--- config.mk ---
export PLATFORM = sky130hd
export DESIGN_NAME = toll_lane_scheduler
export DESIGN_NICKNAME = d
export VERILOG_FILES = /design/src/rtl/toll_pkg.sv /design/src/rtl/toll_rr_arbiter.sv /design/src/rtl/toll_lane_scheduler.sv
export SDC_FILE = /design/constraint.sdc
export NUM_CORES = 1
export LEC_CHECK = 0
export BUFFER_PORTS_ARGS = -buffer_cell sky130_fd_sc_hd__buf_2
export CAP_MARGIN = 20
export CORE_AREA = 2 2 77 79
export DETAILED_ROUTE_END_ITERATION = 6
export DIE_AREA = 0 0 79 81
export PLACE_DENSITY = 0.71
export SYNTH_ARGS = -nofsm -noshare
export SYNTH_HDL_FRONTEND = slang
export SYNTH_SLANG_ARGS = --single-unit
--- constraint.sdc ---
create_clock -name clk -period 2.78 [get_ports clk]
set_input_delay 0 -clock clk [delete_from_list [all_inputs] [get_ports clk]]
set_output_delay 0 -clock clk [all_outputs]
set_load 0.05 [all_outputs]
--- src/rtl/toll_pkg.sv ---
// Shared definitions for the toll lane scheduler.
// Contents:
//   state_t        - sequencer state encoding, also driven out on currentstate
//   DEFAULT_TAG_W  - default hipass tag width per lane
package toll_pkg;

    typedef enum logic [1:0] {
        ST_IDLE    = 2'd0,
        ST_GRANT   = 2'd1,
        ST_WAIT    = 2'd2,
        ST_RELEASE = 2'd3
    } state_t;

    localparam int DEFAULT_TAG_W = 5;

endpackage

--- src/rtl/toll_rr_arbiter.sv ---
// Round-robin lane picker for the shared hipass processor.
// It searches the pending vector starting at rr_ptr+1 and wraps modulo LANES,
// so the lane granted last has the lowest priority next time.
// Purely combinational.
// Ports:
//   pending  in   LANES          lanes waiting for service
//   rr_ptr   in   clog2(LANES)   lane granted most recently
//   any_req  out  1              at least one lane is pending
//   grant    out  clog2(LANES)   lane to serve next (valid when any_req)
module toll_rr_arbiter #(
    parameter int LANES = 4
) (
    input  logic [LANES-1:0]         pending,
    input  logic [$clog2(LANES)-1:0] rr_ptr,
    output logic                     any_req,
    output logic [$clog2(LANES)-1:0] grant
);

    localparam int IW = $clog2(LANES);

    // cand_idx[k] is the lane examined at search position k (k=0 -> rr_ptr+1).
    logic [IW-1:0]    cand_idx [LANES];
    logic [LANES-1:0] cand_hit;

    for (genvar gi = 0; gi < LANES; gi++) begin : g_cand
        assign cand_idx[gi] = IW'((int'(rr_ptr) + gi + 1) % LANES);
        assign cand_hit[gi] = pending[cand_idx[gi]];
    end

    // Walk from the farthest position back to the nearest so the nearest
    // pending lane is the final assignment.
    always_comb begin
        any_req = |pending;
        grant   = '0;
        for (int k = LANES - 1; k >= 0; k--) begin
            if (cand_hit[k]) begin
                grant = cand_idx[k];
            end
        end
    end

endmodule

--- src/rtl/toll_lane_scheduler.sv ---
// Lane sequencer that shares one hipass validation/billing unit among LANES
// toll lanes. Car arrivals are edge-detected per lane and queued as pending
// requests; the shared processor is granted round-robin, the granted lane's
// tag is captured, and the verdict either opens that lane's gate for
// GATE_CYCLES cycles or raises its sticky alarm.
// Ports:
//   clk, rst      clock and synchronous active-high reset
//   car           per-lane car-present level
//   hipass        per-lane tags, lane i at [i*TAG_W +: TAG_W], 0 = no tag
//   proc_start    one-cycle start pulse to the shared processor
//   proc_lane     lane currently granted
//   proc_tag      tag captured at grant, stable until the next grant
//   proc_done     verdict valid pulse; proc_ok is the verdict
//   gate_open     per-lane gate raise
//   alarm         per-lane sticky violation flag, cleared by alarm_clr
//   busy          sequencer not idle
//   currentstate  sequencer state encoding
module toll_lane_scheduler
    import toll_pkg::*;
#(
    parameter int LANES       = 4,
    parameter int TAG_W       = DEFAULT_TAG_W,
    parameter int GATE_CYCLES = 8,
    parameter int TIMEOUT     = 16
) (
    input  logic                     clk,
    input  logic                     rst,
    input  logic [LANES-1:0]         car,
    input  logic [LANES*TAG_W-1:0]   hipass,
    output logic                     proc_start,
    output logic [$clog2(LANES)-1:0] proc_lane,
    output logic [TAG_W-1:0]         proc_tag,
    input  logic                     proc_done,
    input  logic                     proc_ok,
    output logic [LANES-1:0]         gate_open,
    output logic [LANES-1:0]         alarm,
    input  logic [LANES-1:0]         alarm_clr,
    output logic                     busy,
    output logic [1:0]               currentstate
);

    localparam int IW = $clog2(LANES);
    localparam int GW = $clog2(GATE_CYCLES + 1);
    localparam int TW = $clog2(TIMEOUT);

    state_t           state_reg, state_next;
    logic [LANES-1:0] car_q_reg;
    logic             armed_reg;
    logic [LANES-1:0] pending_reg, pending_next;
    logic [IW-1:0]    rr_ptr_reg;
    logic [IW-1:0]    proc_lane_reg;
    logic [TAG_W-1:0] proc_tag_reg;
    logic [TW-1:0]    timer_reg, timer_next;
    logic             result_reg, result_next;

    logic             any_req;
    logic [IW-1:0]    grant_idx;
    logic             grant_take;
    logic             release_ok;
    logic             release_fail;
    logic [LANES-1:0] rise;
    logic [LANES-1:0] grant_mask;

    // car_q is zero after reset, so a car already standing in a lane when
    // reset drops would look like a fresh arrival. armed_reg suppresses edge
    // detection for the first cycle out of reset while car_q catches up, so
    // held cars do not re-request.
    assign rise       = car & ~car_q_reg & {LANES{armed_reg}};
    assign grant_mask = grant_take ? (LANES'(1) << grant_idx) : '0;
    // A rise on the lane being granted re-queues it: set wins over clear.
    assign pending_next = (pending_reg & ~grant_mask) | rise;

    toll_rr_arbiter #(
        .LANES (LANES)
    ) u_arbiter (
        .pending (pending_reg),
        .rr_ptr  (rr_ptr_reg),
        .any_req (any_req),
        .grant   (grant_idx)
    );

    always_comb begin
        state_next   = state_reg;
        proc_start   = 1'b0;
        grant_take   = 1'b0;
        timer_next   = timer_reg;
        result_next  = result_reg;
        release_ok   = 1'b0;
        release_fail = 1'b0;
        case (state_reg)
            ST_IDLE: begin
                if (any_req) begin
                    grant_take = 1'b1;
                    state_next = ST_GRANT;
                end
            end
            ST_GRANT: begin
                timer_next = '0;
                if (proc_tag_reg != '0) begin
                    proc_start = 1'b1;
                    state_next = ST_WAIT;
                end else begin
                    // No tag: never bother the processor, fail directly.
                    result_next = 1'b0;
                    state_next  = ST_RELEASE;
                end
            end
            ST_WAIT: begin
                if (proc_done) begin
                    result_next = proc_ok;
                    state_next  = ST_RELEASE;
                end else if (timer_reg == TW'(TIMEOUT - 1)) begin
                    result_next = 1'b0;
                    state_next  = ST_RELEASE;
                end else begin
                    timer_next = timer_reg + 1'b1;
                end
            end
            ST_RELEASE: begin
                release_ok   = result_reg;
                release_fail = ~result_reg;
                state_next   = ST_IDLE;
            end
            default: state_next = ST_IDLE;
        endcase
    end

    always_ff @(posedge clk) begin
        if (rst) begin
            state_reg     <= ST_IDLE;
            car_q_reg     <= '0;
            armed_reg     <= 1'b0;
            pending_reg   <= '0;
            rr_ptr_reg    <= '0;
            proc_lane_reg <= '0;
            proc_tag_reg  <= '0;
            timer_reg     <= '0;
            result_reg    <= 1'b0;
        end else begin
            state_reg   <= state_next;
            car_q_reg   <= car;
            armed_reg   <= 1'b1;
            pending_reg <= pending_next;
            timer_reg   <= timer_next;
            result_reg  <= result_next;
            if (grant_take) begin
                proc_lane_reg <= grant_idx;
                proc_tag_reg  <= hipass[grant_idx*TAG_W +: TAG_W];
                rr_ptr_reg    <= grant_idx;
            end
        end
    end

    // Per-lane gate timer and sticky alarm. Both are applied on the edge
    // that leaves RELEASE, addressed by the lane still held in proc_lane.
    for (genvar gi = 0; gi < LANES; gi++) begin : g_lane
        logic [GW-1:0] gate_cnt_reg;
        logic          alarm_bit_reg;
        logic          lane_hit;

        assign lane_hit = (proc_lane_reg == IW'(gi));

        always_ff @(posedge clk) begin
            if (rst) begin
                gate_cnt_reg <= '0;
            end else if (release_ok && lane_hit) begin
                // Reloading an open gate extends it without a gap.
                gate_cnt_reg <= GW'(GATE_CYCLES);
            end else if (gate_cnt_reg != '0) begin
                gate_cnt_reg <= gate_cnt_reg - 1'b1;
            end
        end

        always_ff @(posedge clk) begin
            if (rst) begin
                alarm_bit_reg <= 1'b0;
            end else if (release_fail && lane_hit) begin
                alarm_bit_reg <= 1'b1;
            end else if (alarm_clr[gi]) begin
                alarm_bit_reg <= 1'b0;
            end
        end

        assign gate_open[gi] = (gate_cnt_reg != '0);
        assign alarm[gi]     = alarm_bit_reg;
    end

    assign proc_lane    = proc_lane_reg;
    assign proc_tag     = proc_tag_reg;
    assign busy         = (state_reg != ST_IDLE);
    assign currentstate = state_reg;

endmodule

Yosys cells after proc, flatten, opt, wreduce, memory -nomap -nowiden
Index checks and enable logic that the tools add are counted.
W data, S select, Z words.
Cells by class
  add/sub/neg operators: 11
  muxes and demuxes: 48
  bitwise gates (word level): 7
  order comparisons: 4
  equal/unequal tests: 12
  shifts and indexed selects: 2
  multipliers: 1
  divide/modulo/power cells: 0
  reduce and logical (&&, ||, !) cells: 33
Operators by type and width (number)
  $mux W4: 11
  $mux W1: 23
  $reduce_bool A2 Y1: 10
  $shiftx A20 B6 Y5: 1
  $reduce_bool A4 Y1: 4
  $sub A4 B1 Y4 const B: 4
  $mux W2: 7
  $and A4 B4 Y4: 3
  $lt A2 B3 Y1 const B: 4
  $add A2 B2 Y2 const B: 5
  $bmux W1 S2: 4
  $eq A2 B2 Y1 const B: 4
  $logic_and A1 B1 Y1: 8
  $ne A2 B2 Y1 const B: 4
  $not A4 Y4: 2
  $pmux W2 S4: 1
  $pmux W4 S2: 1
  $reduce_or A2 Y1: 4
  $reduce_and A3 Y1: 2
  $mul A2 B3 Y5 const B: 1
  $reduce_bool A5 Y1: 1
  $add A4 B1 Y4 const B: 1
  $eq A2 B1 Y1 const B: 2
  $eq A4 B4 Y1 const B: 1
  9 further kinds: 10
Word-level totals
  bits in latches: 0
  input bits: 32
  flip-flop bits (word level): 43
  output and inout port bits: 19
  bits in writable memories: 0
  word-level logic and storage cells: 138
  memories kept: 0
  ROM bits: 0

Logic depth before layout (Yosys ltp)
Gate-level depths: netlist of the first run.
  depth after elaboration: 13
  mapped depth: 9
  gate-level depth less buffers: 7

Modules after synthesis
From an unflattened synthesis of the first run, not the netlist that was laid out.
Second synthesis, totals
  cell total of the unflattened synthesis: 259
  area total of the unflattened synthesis: 2267.2 µm²
By module, submodules not included
  toll_lane_scheduler: cells each 245, instances 1, area an instance 2183.3 µm²
  toll_rr_arbiter: cells each 14, instances 1, area an instance 83.8 µm²

Worst setup path before layout of the first run
Ideal clock, no wire load.
  kind: register -> register
  start point: reg proc_lane[0] (netlist name)
  end point: reg proc_tag_reg[0] (netlist: proc_tag[0])
  library setup time: 84 ps
  period minus slack after synthesis: 2690 ps
  arrival time: 2607 ps
  slack: 90 ps
  stages on the path, launching flop included: 10
  data required time: 2696 ps
  cell sequence: dfxtp_1 -> buf_2 -> inv_1 -> ha_1 -> buf_2 -> a31o_2 -> o211ai_1 -> clkbuf_1 -> a32oi_1 -> o221ai_1
RTL lines
  end signal, assigned: RTL line toll_lane_scheduler.sv:148  | proc_tag_reg <= hipass[grant_idx*TAG_W +: TAG_W];
  end, declared: RTL line toll_lane_scheduler.sv:52  | logic [TAG_W-1:0] proc_tag_reg;

==> impl_metrics.py, run 1 <==
metrics = {
    "clock_tree": {
        "cts_buffers": 5,
        "cts_tree": "built",
        "clock_latency_ns": 0.30,
        "ctsHtreeMaxLevel": 2,
        "cts.sinks": 43,
        "clkTransAtPathRegs_ns": 0.09,
        "cts_setup_buffers": 0,
        "cts_root_buffer": "clkbuf_8",
        "cts_resized": 0,
        "clock_tree.buffer_depth": 2,
    },
    "critical_path": {
        "rr_startpoint": "proc_lane[1]",
        "crit_path_end_kind": "flip-flop",
        "reg2reg_slack_ns": 0.24,
        "crit_family": "compound AO/OA/AOI/OAI gates",
        "path_max_fanout": 12,
        "start_kind": "flip-flop",
        "cp.required_ns": 2.93,
        "path_buf_inv": 1,
        "reg2reg_depth": 6,
        "cp_num_cells": 6,
        "cp_cell_sequence": "inv_1, ha_1, o311ai_0, and4_1, o21ai_0, o221ai_1",
        "critPathLaunch": "proc_lane[1]",
        "cp_slowest_cell": "o21ai_0",
        "arrival_ns": 2.68,
        "critPathMaxStageDelay_ns": 0.55,
        "critPathKind": "flip-flop to flip-flop",
        "cp-endpoint": "proc_tag[3]",
        "timing.rr.end": "proc_tag[3]",
    },
    "logic_synthesis": {
        "synth_nets": 335,
        "ys.flop_type": "dfxtp_1",
        "synthArstFlopShare_pct": 0,
        "synth.distinct_cells": 47,
        "synth-edff-count": 0,
        "ys_seq_elements": 43,
        "ys.warnings.count": 0,
        "syn_area_sq_um": 2440,
        "ys_seq_area_share_pct": 35.3,
        "syn_inst": 285,
        "synth_area_per_cell_sq_um": 8.55,
    },
    "hold_path": {
        "hold_path_class": "input port to flip-flop",
    },
    "pwr": {
        "ir_worst_vdd_uv": 638,
        "leakage_nw": 1.24,
        "cellPowerDensity_nw_per_um2": 1090,
    },
    "layout": {
        "syn_to_final_growth_pct": 18.8,
        "fin_nets": 387,
        "final_layout_size_suffix_gt1_share_pct": 19.8,
        "fin_cells": 413,
        "largest_register_ff_count": 16,
        "antenna_cells": 0,
        "fill_cells": 586,
    },
    "global_route": {
        "gr-usage-all-layers_pct": 17.1,
        "antenna_found_initial": 0,
        "overflow": 0,
        "grt_pass1_wl_mm": 8.85,
        "first_global_vias": 2042,
        "grt_start_max_net_pins": 26,
    },
    "sta": {
        "hold_violations": 0,
        "maxSlewHeadroom_pct": 47.4,
        "rsz0062_at_grt": "false",
        "period_minus_slack_ns": 2.54,
        "tns_ns": 0,
        "min_period_over_period_pct": 91.3,
        "drv_slew": 0,
        "worst_slack_ns": 0.242,
        "tightest_slew_ns": 0.785,
        "setup_viol": 0,
        "finClkSkew_ns": 0.00888,
        "max_freq_mhz": 394,
    },
    "drt": {
        "drc": 0,
        "wl_per_cell_um": 12.9,
        "dr.pass1.iters": 4,
        "drt_iter0_markers": 102,
        "drtAntennaViolNets": 0,
        "post_drt_via_cell_ratio": 5.31,
        "num_vias": 2195,
        "wl_mm": 5.32,
    },
    "status": {
        "status": "finished, final reports clean",
    },
    "placement": {
        "placedCellCount": 398,
        "place_ws_ns": 0.373,
        "hpwl_mm": 3.89,
        "port_buffers": 50,
        "place.gp.congestion": 0.833,
    },
    "floorplanning": {
        "die-area_sq_um": 6400,
        "pin_count": 51,
        "row_count": 28,
        "die_w_um": 79,
        "die_height_um": 81,
        "start_util_pct": 42.9,
        "core_area_sq_um": 5680,
    },
    "job": {
        "drv_cap": 0,
    },
}
==> routing by layer <==
metal | up-vias | GRT usage, % | routed length (um)
li1 | 1130 | - | -
met1 | 1004 | 22.1 | 2520
met2 | 54 | 28.6 | 2510
met3 | 7 | 2.33 | 204
met4 | 0 | 7.59 | 78
met5 | - | 0 | 0
==> Yosys cell counts, drive strengths merged (2+ instances only) <==
| master | number | area share [%] |
|---|---|---|
| xor2 | 5 | 1.8 |
| mux2i | 3 | 1.2 |
| o221ai | 5 | 1.8 |
| nor2 | 31 | 4.8 |
| ha | 18 | 9.2 |
| a41oi | 2 | 0.72 |
| a21o | 2 | 0.72 |
| nand3 | 12 | 2.5 |
| nand2 | 19 | 2.9 |
| nor2b | 14 | 3.6 |
| nor3 | 8 | 1.6 |
| a21boi | 10 | 3.1 |
| inv | 17 | 2.6 |
| and3b | 2 | 0.72 |
| o21ai | 10 | 2.2 |
| dfxtp | 43 | 35 |
| or3 | 4 | 1.0 |
| clkbuf | 5 | 0.77 |
| xnor2 | 4 | 1.4 |
| a211oi | 8 | 3.0 |
| nand3b | 2 | 0.62 |
| buf | 9 | 2.9 |
| a21oi | 22 | 4.5 |
| nand2b | 2 | 0.51 |
| a32oi | 10 | 3.6 |
==> metrics by stage <==
stage	util [%]	total power [mW]	hold slack [ns]	instance area, sq um
2_1_floorplan	-	2.30	0.0716	2440
3_3_place_gp	47.7	2.60	0.224	2710
3_5_place_dp	47.7	2.64	0.233	2710
4_1_cts	51.0	3.17	0.00188	2890
5_1_grt	51.0	3.39	0.0158	2890
6_report	51.0	3.15	0.00293	2890
==> final cells by class <==
class / instances / area (sq um) / area share (%)
clock buffers: 6 / 82.6 / 2.85
multi-input cells: 211 / 1420 / 49.2
well taps: 75 / 93.8 / 3.24
clock inverters: 2 / 35.0 / 1.21
repair buffers: 59 / 335 / 11.6
inverters: 17 / 63.8 / 2.20
flip-flops and latches: 43 / 861 / 29.7
==> cell families (layout without fill, tap and decap cells) <==
group | Yosys count | count (layout) | synth area share (%)
fa+ha+maj | 18 | 18 | 9.25
flops | 43 | 43 | 35.3
xor+xnor | 9 | 9 | 3.24
buf+inv | 31 | 84 | 6.27
simple gates | 100 | 100 | 20.1
mux | 4 | 4 | 2.16
compound gates | 80 | 80 | 23.6
==> report_power, final <==
part / switching [mW] / leakage [nW] / internal [mW] / total, mW
Sequential: 0.134 / 0.354 / 0.779 / 0.913
Combinational: 1.15 / 0.822 / 0.575 / 1.72
Clock: 0.219 / 0.0612 / 0.291 / 0.510
Total: 1.50 / 1.24 / 1.64 / 3.15
==> worst min-delay path, cell delays in order <==
cell     delay (ns)
buf_2          0.07
nor2b_1        0.04
a21oi_1        0.11
nor2_1         0.04
==> how the worst min path moves through the flow <==
stage                             from                      end  slack, ns  cells after the start
after CTS                 alarm_clr[2]  g_lane[2].alarm_bit_reg      0.002                      4
final                     alarm_clr[2]  g_lane[2].alarm_bit_reg      0.003                      4
after detailed placement        car[1]             car_q_reg[1]       0.23                      2
after floorplan                    rst             car_q_reg[0]       0.07                      1
after global placement          car[1]             car_q_reg[1]       0.22                      2
after global routing      alarm_clr[0]  g_lane[0].alarm_bit_reg       0.02                      4
==> cells in the final DEF (no fill, tap or decap), drive strengths merged, types with 2 or more instances in the layout <==
cell type    Yosys  routed
a211oi           8       8
a21boi          10      10
a21o             2       2
a21oi           22      22
a32oi           10      10
a41oi            2       2
and3b            2       2
buf              9      52
clkbuf           5       6
dfxtp           43      43
dlygate4sd3      0       7
ha              18      18
inv             17      17
mux2i            3       3
nand2           19      19
nand2b           2       2
nand3           12      12
nand3b           2       2
nor2            31      31
nor2b           14      14
nor3             8       8
o21ai           10      10
o221ai           5       5
or3              4       4
xnor2            4       4
xor2             5       5
==> what timing repair did <==
action / 4_1_cts / 5_1_grt
hold buffers: 7 / 0
setup endpoints to repair: 0 / 0
endpoints found under the hold margin: 6 / 0
(Power assumes the default switching activity.)
==> inputs of run 2 (changes only) <==
- CAP_MARGIN: 20 -> unset
- GPL_ROUTABILITY_DRIVEN: unset -> 0
- REMOVE_ABC_BUFFERS: unset -> 1
==> run 2 against run 1 <==
Total power down 0.46%; core utilization down 0.22 points; hold slack better by 0.014 ns; final area down 0.43%; first-iteration DRC count down 12%; via count up 1.5%; maximum frequency up 13%; register-to-register slack better by 0.30 ns; critical endpoint is now proc_tag[1]; sequential power about the same; critical path depth up 2; routed wire length up 3.4%.
==> impl_metrics.py, run 2 (same netlist as run 1, synthesis figures left out) <==
metrics = {
    "hold_path": {
        "min_from": "proc_done",
        "hold_path_class": "input port to flip-flop",
        "hold_path_depth": 3,
        "min_to": "result_reg",
    },
    "placement": {
        "dpl_cell_area_sq_um": 2730,
        "port_buffers": 50,
        "place_ws_ns": 0.568,
        "hpwl_mm": 4.07,
    },
    "drt": {
        "dr.pass1.iters": 4,
        "drt_iter0_markers": 90,
        "post_drt_via_cell_ratio": 5.39,
        "drtAntennaViolNets": 0,
        "drc": 0,
        "wl_mm": 5.50,
        "wl_per_cell_um": 13.3,
        "num_vias": 2227,
    },
    "critical_path": {
        "cp_slowest_cell": "dfxtp_1",
        "reg2reg_depth": 8,
        "crit_path_end_kind": "flip-flop",
        "cp.required_ns": 2.95,
        "path_buf_inv": 2,
        "timing.rr.end": "proc_tag[1]",
        "reg2reg_slack_ns": 0.54,
        "cp_num_cells": 8,
        "critPathMaxStageDelay_ns": 0.42,
        "start_kind": "flip-flop",
        "rr_startpoint": "proc_lane[1]",
        "cp_cell_sequence": "inv_1, ha_1, nor2b_1, o21ai_0, o211ai_1, buf_4, a32oi_1, o221ai_1",
        "arrival_ns": 2.41,
        "critPathKind": "flip-flop to flip-flop",
        "path_max_fanout": 11,
        "crit_family": "compound AO/OA/AOI/OAI gates",
    },
    "sta": {
        "maxSlewHeadroom_pct": 60.1,
        "tightest_slew_ns": 0.598,
        "rsz0062_at_grt": "false",
        "worst_slack_ns": 0.542,
        "drv_slew": 0,
        "max_freq_mhz": 447,
        "hold_violations": 0,
        "finClkSkew_ns": 0.00629,
        "setup_viol": 0,
        "period_minus_slack_ns": 2.24,
        "min_period_over_period_pct": 80.5,
        "tns_ns": 0,
    },
    "clock_tree": {
        "cts.sinks": 43,
        "cts_buffers": 5,
        "cts_resized": 0,
        "clkTransAtPathRegs_ns": 0.08,
        "cts_tree": "built",
        "cts_root_buffer": "clkbuf_8",
        "clock_tree.buffer_depth": 2,
        "clock_latency_ns": 0.29,
        "ctsHtreeMaxLevel": 2,
    },
    "pwr": {
        "leakage_nw": 1.23,
        "cellPowerDensity_nw_per_um2": 1090,
        "finalPower_mw": 3.13,
        "ir_worst_vdd_uv": 466,
    },
    "layout": {
        "antenna_cells": 0,
        "syn_to_final_growth_pct": 18.3,
        "final_common_cell": "buf_2",
        "fill_cells": 561,
        "finalInstanceArea_sq_um": 2880,
        "fin_util_pct": 50.8,
        "final_layout_size_suffix_gt1_share_pct": 20.1,
        "fin_nets": 388,
        "largest_register_ff_count": 16,
        "final_cell_mix": "buf_2, dfxtp_1, nor2_1",
    },
    "global_route": {
        "first_global_vias": 2015,
        "gr-usage-met3_pct": 3.56,
        "top_usage_layer": "met2",
        "gr-usage-all-layers_pct": 17.2,
        "grt_pass1_wl_mm": 8.83,
        "antenna_found_initial": 0,
        "grtUsageMet2_pct": 29.2,
        "overflow": 0,
        "met1_usage_pct": 22.1,
        "grt_start_max_net_pins": 26,
    },
    "floorplanning": {
        "die-area_sq_um": 6400,
        "pin_count": 51,
        "row_count": 28,
        "start_util_pct": 42.9,
        "core_area_sq_um": 5680,
        "die_height_um": 81,
        "die_w_um": 79,
    },
    "job": {
        "drv_cap": 0,
    },
    "status": {
        "status": "finished, final reports clean",
    },
}
run 2: worst max path at each step:
| stage | from | end | slack (ns) |
|---|---|---|---|
| after floorplan | proc_lane[0] | proc_tag[2] | 0.03 |
| after global placement | proc_lane[1] | proc_tag[0] | 0.67 |
| after detailed placement | proc_lane[1] | proc_tag[3] | 0.57 |
| after CTS | proc_lane[1] | proc_tag[3] | 0.56 |
| after global routing | proc_lane[1] | proc_tag[1] | 0.34 |
| final | proc_lane[1] | proc_tag[1] | 0.54 |
run 2: layout make-up:
| type | instances | area [sq um] | share of cell area [%] |
|---|---|---|---|
| Clock buffer | 6 | 72.6 | 2.52 |
| Clock inverter | 1 | 30.0 | 1.04 |
| Inverter | 17 | 63.8 | 2.21 |
| Multi-Input combinational cell | 211 | 1420 | 49.4 |
| Sequential cell | 43 | 861 | 29.9 |
| Tap cell | 75 | 93.8 | 3.26 |
| Timing Repair Buffer | 60 | 338 | 11.7 |
run 2: timing repair:
item | in CTS | in global routing
hold endpoints to repair | 5 | 0
setup buffers | 0 | 0
hold buffers | 5 | 0
run 2: where the power goes:
| part | switching [mW] | internal (mW) | total, mW |
|---|---|---|---|
| sequential | 0.135 | 0.779 | 0.914 |
| combinational | 1.16 | 0.595 | 1.75 |
| clock | 0.204 | 0.263 | 0.467 |
run 2: worst register-to-register path, delay by kind of cell (launching register included):
| kind | cells | cell delay (ns) |
|---|---|---|
| AO/OA/AOI/OAI | 4 | 0.84 |
| flip-flops | 1 | 0.42 |
| adder cells (fa/ha/maj) | 1 | 0.42 |
| buffers and inverters | 2 | 0.32 |
| AND/OR/NAND/NOR | 1 | 0.13 |
run 2: through the flow:
| step | cells | hold slack (ns) |
|---|---|---|
| 3_3_place_gp | 401 | 0.226 |
| 6_report | 413 | 0.0167 |
| 3_5_place_dp | 401 | 0.235 |
| 5_1_grt | 413 | 0.0312 |
| 2_1_floorplan | 271 | 0.0691 |
| 4_1_cts | 413 | 0.00567 |
run 2: routing by layer:
metal  vias to the layer above  part of all wire [%]
li1                       1132                     -
met1                      1040                    45
met2                        51                    50
met3                         4                   4.0
met4                         0                  0.55
met5                         -                     0
==> inputs of run 3 (changes only) <==
- clock period: 2.78 -> 2.1 ns (I/O delays scaled with it)
==> run 3 against run 2 <==
Clock power increased by 13%; cell count up 1.9%; maximum frequency up 11%; critical path depth down 2; final area up 2.1%.
==> impl_metrics.py, run 3 (same netlist as run 1, synthesis figures left out) <==
metrics = {
    "status": {
        "status": "finished, final reports clean",
    },
    "sta": {
        "setup_viol": 0,
        "drv_slew": 0,
        "hold_violations": 0,
        "maxSlewHeadroom_pct": 72.4,
        "tightest_slew_ns": 0.414,
        "min_period_over_period_pct": 96.1,
        "max_freq_mhz": 496,
        "period_minus_slack_ns": 2.02,
        "finClkSkew_ns": 0.00727,
        "rsz0062_at_grt": "true",
    },
    "clock_tree": {
        "cts.sinks": 43,
        "clock_latency_ns": 0.30,
        "ctsHtreeMaxLevel": 2,
        "cts_root_buffer": "clkbuf_8",
        "clkTransAtPathRegs_ns": 0.08,
        "clock_tree.buffer_depth": 2,
        "cts_buffers": 5,
        "cts_tree": "built",
    },
    "critical_path": {
        "rr_startpoint": "proc_lane[0]",
        "timing.rr.end": "proc_tag[4]",
        "cp.required_ns": 2.27,
        "critPathLaunch": "proc_lane[0]",
        "arrival_ns": 2.19,
        "reg2reg_slack_ns": 0.08,
        "crit_path_end_kind": "flip-flop",
        "start_kind": "flip-flop",
        "path_max_fanout": 15,
        "cp-endpoint": "proc_tag[4]",
        "critPathKind": "flip-flop to flip-flop",
        "reg2reg_depth": 6,
    },
    "floorplanning": {
        "row_count": 28,
        "pin_count": 51,
        "die_w_um": 79,
        "start_util_pct": 42.9,
        "die-area_sq_um": 6400,
        "die_height_um": 81,
        "core_area_sq_um": 5680,
    },
    "drt": {
        "wl_mm": 5.46,
        "top_layer_used": "met4",
        "drtAntennaViolNets": 0,
        "drt_iter0_markers": 122,
        "num_vias": 2244,
        "met1_length_mm": 2.52,
        "post_drt_via_cell_ratio": 5.33,
        "dr.pass1.iters": 4,
        "wl_met2_mm": 2.68,
        "drc": 0,
        "wl_per_cell_um": 13.0,
        "met3_wirelength_um": 215,
    },
    "placement": {
        "port_buffers": 50,
        "dpl_cell_area_sq_um": 2770,
        "hpwl_mm": 3.98,
    },
    "layout": {
        "fin_util_pct": 51.9,
        "final_cell_mix": "buf_2, dfxtp_1, nor2_1",
        "largest_register_ff_count": 16,
        "syn_to_final_growth_pct": 20.8,
        "antenna_cells": 0,
        "fill_cells": 563,
        "final_layout_size_suffix_gt1_share_pct": 22.5,
        "finalInstanceArea_sq_um": 2940,
        "fin_nets": 395,
        "final_common_cell": "buf_2",
    },
    "hold_path": {
        "hold_path_class": "input port to flip-flop",
    },
    "global_route": {
        "antenna_found_initial": 0,
        "overflow": 0,
        "first_global_vias": 2034,
        "gr-usage-all-layers_pct": 17.5,
        "grt_start_max_net_pins": 17,
        "grt_pass1_wl_mm": 8.96,
    },
    "job": {
        "drv_cap": 0,
    },
    "pwr": {
        "cellPowerDensity_nw_per_um2": 1400,
        "leakage_nw": 1.26,
        "ir_worst_vdd_uv": 724,
    },
}
-- run 3: cell types whose count changed in the layout (fill, tap and decap cells not counted), moves of 2 or more --
cell,previous run,this run
buf_4,5,10
dlygate4sd3_1,5,7
clkinvlp_4,0,2
o21ai_1,0,2
o21ai_0,9,7
-- run 3: stage by stage --
step | total power [mW] | TNS, ns | std cells | setup slack (ns) | hold WS (ns)
2_1_floorplan | 2.98 | -5.64 | 271 | -0.650 | 0.0691
5_1_grt | 4.47 | -0.0212 | 421 | -0.0132 | 0.0158
3_3_place_gp | 3.51 | 0 | 406 | 0.0488 | 0.228
3_5_place_dp | 3.56 | -0.0108 | 406 | -0.00628 | 0.234
4_1_cts | 4.12 | 0 | 421 | 0.00782 | 0.00148
6_report | 4.12 | 0 | 421 | 0.0820 | 0.0179
-- run 3: layout make-up --
class	count	area [sq um]	share of cell area (%)
flip-flops and latches	43	861	29.3
repair buffers	67	395	13.4
multi-input cells	211	1440	48.9
well taps	75	93.8	3.19
clock buffers	5	68.8	2.34
clock inverters	3	20.0	0.680
inverters	17	63.8	2.17
-- run 3: per-layer routing --
metal,vias to the layer above,track usage (%)
met2,45,30.0
met4,0,5.86
li1,1148,-
met1,1046,22.0
met5,-,0
met3,5,3.78
-- run 3: where the power goes --
group | switching, mW | total, mW | internal (mW)
Clock | 0.296 | 0.527 | 0.231
Sequential | 0.167 | 1.20 | 1.03
Combinational | 1.56 | 2.39 | 0.834
Total | 2.02 | 4.12 | 2.10
-- run 3: worst min-delay path by stage --
| stage | start | end | slack [ns] | depth (start not counted) |
|---|---|---|---|---|
| after detailed placement | car[1] | car_q_reg[1] | 0.23 | 2 |
| after global routing | alarm_clr[2] | g_lane[2].alarm_bit_reg | 0.02 | 4 |
| after global placement | car[0] | car_q_reg[0] | 0.23 | 2 |
| after floorplan | rst | g_lane[0].gate_cnt_reg[3] | 0.07 | 1 |
| final | alarm_clr[1] | g_lane[1].alarm_bit_reg | 0.02 | 4 |
| after CTS | alarm_clr[1] | g_lane[1].alarm_bit_reg | 0.001 | 4 |
-- run 3: repair_timing --
action                                 in CTS  in global routing
endpoints found under the hold margin       6                  0
setup buffers                               0                  0
gates cloned                                0                  0
setup endpoints to repair                   5                  8
gates resized for setup                     2                  5
hold buffers                                7                  0
-- run 3: critical path, stage by stage (launching register included) --
cell and delay [ns]:
dfxtp_1 0.33, buf_4 0.20, mux4_2 0.55, a211oi_4 0.27, o21ai_4 0.17, a32oi_1 0.24
o221ai_1 0.14
